$ cat src/rtl/branch_predictor.sv
// Fetch-side 2-bit counter direction predictor with IF/ID/EX prediction carry.
// Optional hit/miss statistics are built when BP_STATS_EN is defined.
module branch_predictor #(
    parameter int         ENTRIES  = 64,
    parameter int         IDX_W    = 6,
    parameter logic [1:0] INIT_CTR = 2'b01
) (
    input  logic        clk,
    input  logic        rst,
    input  logic [31:0] pc_if,
    output logic        pred_if,
    input  logic        stall,
    input  logic        flush,
    output logic        bp_ex,
    input  logic [31:0] pc_ex,
    input  logic        bp_update,
`ifdef BP_STATS_EN
    input  logic        bp_taken,
    output logic [31:0] branch_cnt,
    output logic [31:0] miss_cnt
`else
    input  logic        bp_taken
`endif
);

    logic [1:0]       ctr [ENTRIES];
    logic [IDX_W-1:0] rd_idx;
    logic [IDX_W-1:0] wr_idx;
    logic [1:0]       cur;
    logic [1:0]       nxt;
    logic             train;
    logic             pred_id;
    logic             unused_pc;

    assign rd_idx    = pc_if[IDX_W-1:0];
    assign wr_idx    = pc_ex[IDX_W-1:0];
    assign unused_pc = ^{pc_if[31:IDX_W], pc_ex[31:IDX_W]};
    assign train     = bp_update && !stall;
    assign pred_if   = ctr[rd_idx][1];
    assign cur       = ctr[wr_idx];

    // Saturating step of the counter owned by the branch in EX.
    always_comb begin
        nxt = cur;
        if (bp_taken) begin
            if (cur != 2'b11) nxt = cur + 2'd1;
        end else begin
            if (cur != 2'b00) nxt = cur - 2'd1;
        end
    end

    // Counter table; training is not gated by flush, only by stall.
    always_ff @(posedge clk or posedge rst) begin
        if (rst) begin
            for (int i = 0; i < ENTRIES; i++) ctr[i] <= INIT_CTR;
        end else if (train) begin
            ctr[wr_idx] <= nxt;
        end
    end

    // Prediction carry: flush inserts empty bubbles, stall holds.
    always_ff @(posedge clk or posedge rst) begin
        if (rst) begin
            pred_id <= 1'b0;
            bp_ex   <= 1'b0;
        end else if (flush) begin
            pred_id <= 1'b0;
            bp_ex   <= 1'b0;
        end else if (!stall) begin
            pred_id <= pred_if;
            bp_ex   <= pred_id;
        end
    end

`ifdef BP_STATS_EN
    // Resolved-branch and misprediction counters, wrapping modulo 2^32.
    always_ff @(posedge clk or posedge rst) begin
        if (rst) begin
            branch_cnt <= '0;
            miss_cnt   <= '0;
        end else if (train) begin
            branch_cnt <= branch_cnt + 32'd1;
            if (bp_ex != bp_taken) miss_cnt <= miss_cnt + 32'd1;
        end
    end
`endif

endmodule

$ cat config.mk
export PLATFORM = sky130hd
export DESIGN_NAME = branch_predictor
export DESIGN_NICKNAME = d
export VERILOG_FILES = /design/src/rtl/branch_predictor.sv
export SDC_FILE = /design/constraint.sdc
export NUM_CORES = 1
export LEC_CHECK = 0
export CORE_MARGIN = 5
export CORE_UTILIZATION = 55
export DETAILED_ROUTE_END_ITERATION = 8
export PLACE_DENSITY = 0.83
export SKIP_LAST_GASP = 1
export SYNTH_ARGS = -nofsm -noshare
export SYNTH_HDL_FRONTEND = slang
export SYNTH_SLANG_ARGS = --single-unit
$ cat constraint.sdc
create_clock -name clk -period 5.1 [get_ports clk]
set_input_delay 0.765 -clock clk [delete_from_list [all_inputs] [get_ports clk]]
set_output_delay 0.765 -clock clk [all_outputs]
set_load 0.05 [all_outputs]
==> results of run 1 <==
[layout by cell type (no fill, tap or decap), drive strengths merged, types with 6 or more instances in the layout]
cell,netlist,routed
buf,26,19
mux4,33,33
dfrtp,66,66
a31oi,6,6
o21ai,135,135
clkdlybuf4s50,0,17
nor2,14,14
nand2,200,200
inv,7,7
dfstp,64,64
nand3,7,7
mux2i,18,18
clkbuf,11,28
mux2,9,9
[path summary, 6_finish.rpt]
path / start / end / cells past startpoint
worst min-delay path: ctr[54]$_DFFE_PP1P_ / ctr[54]$_DFFE_PP1P_ / 2
worst max register to register: ctr[11]$_DFFE_PP0P_ / ctr[19]$_DFFE_PP0P_ / 7
min in group asynchronous: rst / ctr[29]$_DFFE_PP0P_ / 2
worst min register to register: ctr[54]$_DFFE_PP1P_ / ctr[54]$_DFFE_PP1P_ / 2
max in group asynchronous: rst / ctr[50]$_DFFE_PP1P_ / 3
worst max-delay path: pc_if[0] / pred_if / 7
[state kept, by name (all words and copies together), names as in the netlist]
register	flops
pred_id	1
bp_ex	1
ctr	128
[logic make-up (layout without fill, tap and decap cells)]
kind of cell | after synthesis | in the layout | synth area share
and+or+nand+nor | 254 | 254 | 0.1537
AOI/OAI and AO/OA | 176 | 176 | 0.1735
DFF | 130 | 130 | 0.4755
muxes | 60 | 60 | 0.1473
buffers and inverters | 44 | 75 | 0.04605
adders and majority gates | 2 | 2 | 0.003928
[tightest hold or removal path, cell delays in order, from the launching register on]
cell	delay [ns]
dfstp_2	0.37
nand2_1	0.04
o21ai_1	0.05
[routing by layer]
metal  part of all wire  routed length (microns)
met4              0.049                      909
met5                  0                        0
met2               0.50                     9293
met1               0.37                     6927
met3              0.075                     1387
[report_power, final]
part	internal [uW]	switching (uW)
registers	1130	42.1
logic	118	195
clock network	747	434
total	1990	671
[final cells by class]
type	count	area, sq um
fill	963	4741
multi-input combinational	492	3353
timing repair buffer	36	322.8
sequential	130	3333
tap	172	215.2
clock inverter	4	47.55
clock buffer	28	526.8
inverter	7	28.78
[stage by stage]
stage	std cells	hold WS [ns]	utilization	total power, uW	area [sq um]
after global routing	869	0.4778	0.6228	2751	7828
after detailed placement	837	0.4577	0.5771	1493	7253
final	869	0.4646	0.6228	2666	7828
after global placement	837	0.4527	0.5771	1477	7253
after floorplan	666	0.4413	-	1420	7009
after CTS	869	0.4658	0.6228	2669	7828
==> impl_results.md, run 1 <==
* # DRC at 0
* YS warnings at 0
* Minimum clock period after layout at 4.378 ns
* Core ar. at 12570 sq um
* I/O Pins at 72
* Hold buffer count at CTS at 0
* Worst-Skew Late Latency at 0.42 ns
* Worst-path maximum fanout at 9
* Netlist cell types at 57
* Worst setup SP type: input pin
* Dpl ws at 0.7095 ns
* M3 GR Usage at 0.05261
* First-pass GRT wire length at 29970 microns
* Area growth syn-to-layout at 11.67%
* Yosys reg bits at 130
* WL final at 18520 microns
* DR vias/cell at 6.375
* Detailed placer's ending HPWL at 12170 microns
* Critical Path Slowest Stage Cell: clkdlybuf4s50_1
* CP Capture Type: output port
* Synth area leader: dfstp_2
* LEAKAGE at 0.003073 uW
* Vias in the first global route at 5686
* H-tree level count at 4
* Vias at 5540
* CTS buffer count at 17
* Layout cell share with drive strength beyond 1 at 0.3085
* Tcrit/Tclk final at 0.8584
* Final WS setup at 0.7221 ns
* Die Ht at 122.9 microns
* Largest net degree at the start of global routing at 79
* Mapped Area at 7009 sq um
* VDD IR max at 273.0 uV
* Pwr Density at 340.6 nW/um^2
* CTS sink cnt at 130
* Drt pass-1 iters at 6
* Clock Pin Slew Worst Setup and Hold Paths at 0.06 ns
* Cell row count at 41
* Unrepaired setup endpoints after global routing: no
* GRT met2 Usage at 0.4342
* Status: complete, no violations
* Layout Nets at 754
* Slew Limit Fails at 0
* Synth area leaders: dfstp_2 24%, dfrtp_1 24%, nand2_1 11%
* Detailed Route Iter0 Violations at 700
* Global route total overflow at 0
* Synthesized area per cell at 10.52 sq um
* Skew final at 0.006814 ns
* Post-route ant nets at 0
* Worst Path Buf+Inv at 3
* Fmax at 0.2284 GHz
* Rel. slew slack at 0.2414
* Hold Fails Final Rpt at 0
* Worst Tran Pin Value at 1.134 ns
* Setup TNS at 0 ns
* Diode count at 0
* Post-cts sizing count at 0
* Post-synth EDFFs at 0
* Top-count cell post-synth: nand2_1
* TritonCTS clock tree: built
* Initial antenna violation count at 0
* WP data required at 4.34 ns
* GP Congestion at 0.8899
* Max-Cap Viols at 0
* Setup violations, final at 0
* Max incr delay on CP at 0.92 ns
* Arrival @ worst endpoint at 3.61 ns
* Die Span X at 122.9 microns
* Clock root buffer: clkbuf_16
* Die ar. at 15100 sq um
* GR peak layer: met2
* Hold crit path type: reg2reg
* DR WL/cell at 21.31 microns
* Post-CTS Setup Inserts at 0
* Mapped Cells at 666
* Commonest cells post-synth: 200 x nand2_1, 68 x o21ai_1, 66 x dfrtp_1
* Main synth FF type: dfrtp_1
* Top delay family on crit path: buffers and inverters
* Sequential fraction of the synthesis area at 0.4755
* Worst setup path class: in2out
* CTS max path bufs at 2
* Crit path cell chain: clkdlybuf4s50_1 -> buf_4 -> mux4_2 -> mux4_2 -> a211oi_1 -> a21oi_1 -> buf_4
* Post-synth top area share at 0.2399
* IO buf count at 19
* Syn nets at 736
* GR Layer Usage met1 at 0.3215
* Starting Density at 0.5577
* Tot GR Track Use at 0.2636
* R2R setup slack at 2.11 ns
* Async SR Flop Fraction at 1.000
Power figures use the tool's default switching activity.
==> run 2, diff against run 1 <==
--- a/config.mk
+++ b/config.mk
@@ -13,3 +13,4 @@
 export SYNTH_ARGS = -nofsm -noshare
 export SYNTH_HDL_FRONTEND = slang
 export SYNTH_SLANG_ARGS = --single-unit
+export TNS_END_PERCENT = 30
==> results of run 2 <==
Same layout as run 1: the final DEF is identical, and so are final timing and power.
==> run 3, diff against run 2 <==
--- a/config.mk
+++ b/config.mk
@@ -6,9 +6,9 @@
 export NUM_CORES = 1
 export LEC_CHECK = 0
 export CORE_MARGIN = 5
-export CORE_UTILIZATION = 55
+export CORE_UTILIZATION = 46
 export DETAILED_ROUTE_END_ITERATION = 8
-export PLACE_DENSITY = 0.83
+export PLACE_DENSITY = 0.72
 export SKIP_LAST_GASP = 1
 export SYNTH_ARGS = -nofsm -noshare
 export SYNTH_HDL_FRONTEND = slang
==> run 3 against run 2 <==
First-iteration DRC count shrank 26%. Non-clock buffer count up 3. Wire length down 0.31%. Largest cell class unchanged. Critical path depth increased by 2. Sequential cell count did not move. Critical endpoint is now ctr[56]$_DFFE_PP1P_.
==> impl_results.md, run 3 (same netlist as run 1, synthesis figures left out) <==
* Status: complete, no violations
* Post-route ant nets at 0
* Clock root buffer: clkbuf_16
* Tcrit/Tclk final at 0.8294
* Worst-Skew Late Latency at 0.43 ns
* Rel. slew slack at 0.1987
* CTS sink cnt at 130
* IO buf count at 19
* CP Capture Type: flip-flop
* Detailed placer's ending HPWL at 12460 microns
* Drt pass-1 iters at 7
* VDD IR max at 224.0 uV
* Largest net degree at the start of global routing at 71
* Die Span X at 133.4 microns
* CTS max path bufs at 2
* Top delay family on crit path: buffers and inverters
* WP data required at 5.41 ns
* Slew Limit Fails at 0
* Initial antenna violation count at 0
* Setup violations, final at 0
* Tot GR Track Use at 0.2183
* Layout cell share with drive strength beyond 1 at 0.3186
* Reg with most FFs: ctr
* Crit path cell chain: buf_2 -> buf_4 -> mux4_2 -> nand3_1 -> nand4_1 -> a221oi_1 -> nor4b_4 -> maj3_4 -> o21ai_1
* Worst setup path class: in2reg
* Skew final at 0.01049 ns
* Final Power at 2810 uW
* Worst Path Buf+Inv at 2
* DR vias/cell at 6.068
* Starting Density at 0.4645
* Setup TNS at 0 ns
* Layout Nets at 757
* Worst setup SP type: input pin
* Regs by FF count: ctr: 128 flops, bp_ex: 1 flops, pred_id: 1 flops
* Fmax at 0.2364 GHz
* Pwr Density at 353.8 nW/um^2
* Max incr delay on CP at 1.00 ns
* Critical Path Slowest Stage Cell: maj3_4
* First-pass GRT wire length at 30160 microns
* Dpl ws at 0.5382 ns
* Most frequent cells in the layout: 200 x nand2_1, 68 x o21ai_1, 66 x dfrtp_1
* Vias in the first global route at 5465
* Vias at 5388
* WL final at 18460 microns
* Die Ht at 133.4 microns
* CTS buffer count at 17
* Most common cell after layout, fill and taps aside: nand2_1
* Hold depth at 2
* H-tree level count at 4
* R2R depth at 7
* Post-Layout Cell Count at 888
* # placed instances at 856
* Cell row count at 45
* Post-CTS Setup Inserts at 0
* Arrival @ worst endpoint at 4.54 ns
* Clock Pin Slew Worst Setup and Hold Paths at 0.05 ns
* Hold crit path type: reg2reg
* FILL cells at 1301
* Global route total overflow at 0
* Hold buffer count at CTS at 0
* GP Congestion at 0.9038
* Worst Tran Pin Value at 1.202 ns
* Unrepaired setup endpoints after global routing: no
* # DRC at 0
* Diode count at 0
* WP depth at 9
* LEAKAGE at 0.003109 uW
* Max reg flops at 128
* Core ar. at 15090 sq um
* Max-Cap Viols at 0
* Worst-path maximum fanout at 64
* Die ar. at 17810 sq um
* TritonCTS clock tree: built
* Minimum clock period after layout at 4.230 ns
* Area growth syn-to-layout at 13.32%
* Final WS setup at 0.8700 ns
* Hold Fails Final Rpt at 0
* DR WL/cell at 20.79 microns
* I/O Pins at 72
* Detailed Route Iter0 Violations at 517
* Post-cts sizing count at 0
[run 3: cell types whose count changed in the layout (fill, tap and decap cells not counted), sizes merged]
| cell | previous run | this run |
|---|---|---|
| clkinv | 2 | 5 |
| bufinv | 1 | 5 |
| clkinvlp | 1 | 4 |
| buf | 19 | 22 |
| clkbuf | 28 | 18 |
[run 3: area by class of cell]
class                           instances  area, sq um  share of cell area
Multi-Input combinational cell        492         3358              0.4228
Sequential cell                       130         3333              0.4197
Clock buffer                           18        429.2             0.05403
Timing Repair Buffer                   39        345.3             0.04348
Tap cell                              188        235.2             0.02962
Clock inverter                         14        212.7             0.02678
Inverter                                7        28.78            0.003623
[run 3: power breakdown]
group,switching [uW],internal (uW)
clock,466,863
sequential,40.9,1130
combinational,193,117
[run 3: final timing paths]
check                               startpoint              endpoint  slack [ns]
min in group asynchronous                  rst    ctr[3]$_DFFE_PP0P_        0.87
max reg2reg                 ctr[1]$_DFFE_PP0P_   ctr[56]$_DFFE_PP1P_        1.87
min reg2reg                ctr[42]$_DFFE_PP1P_   ctr[42]$_DFFE_PP1P_        0.47
min                        ctr[42]$_DFFE_PP1P_   ctr[42]$_DFFE_PP1P_        0.47
max in group asynchronous                  rst  ctr[108]$_DFFE_PP1P_        3.38
max                                   pc_ex[0]   ctr[56]$_DFFE_PP1P_        0.87
[run 3: metrics by stage]
stage	instance area [sq um]	util	hold slack (ns)
global placement	7301	0.4838	0.4526
finish	7943	0.5264	0.4686
CTS	7943	0.5264	0.4695
floorplan	7009	-	0.4413
detailed placement	7301	0.4838	0.4611
global route	7943	0.5264	0.4777
[run 3: routing by layer]
layer | up-vias | part of all wire | track usage
met4 | 0 | 0.032 | 0.08571
met1 | 2697 | 0.42 | 0.2844
met5 | - | 0 | 0
met3 | 48 | 0.064 | 0.05400
li1 | 2465 | - | -
met2 | 178 | 0.49 | 0.3533
[run 3: tightest hold or removal path, delay by kind of cell, from the launching register on]
family | cells | cell delay [ns]
flops | 1 | 0.36
simple gates | 1 | 0.06
compound gates | 1 | 0.05
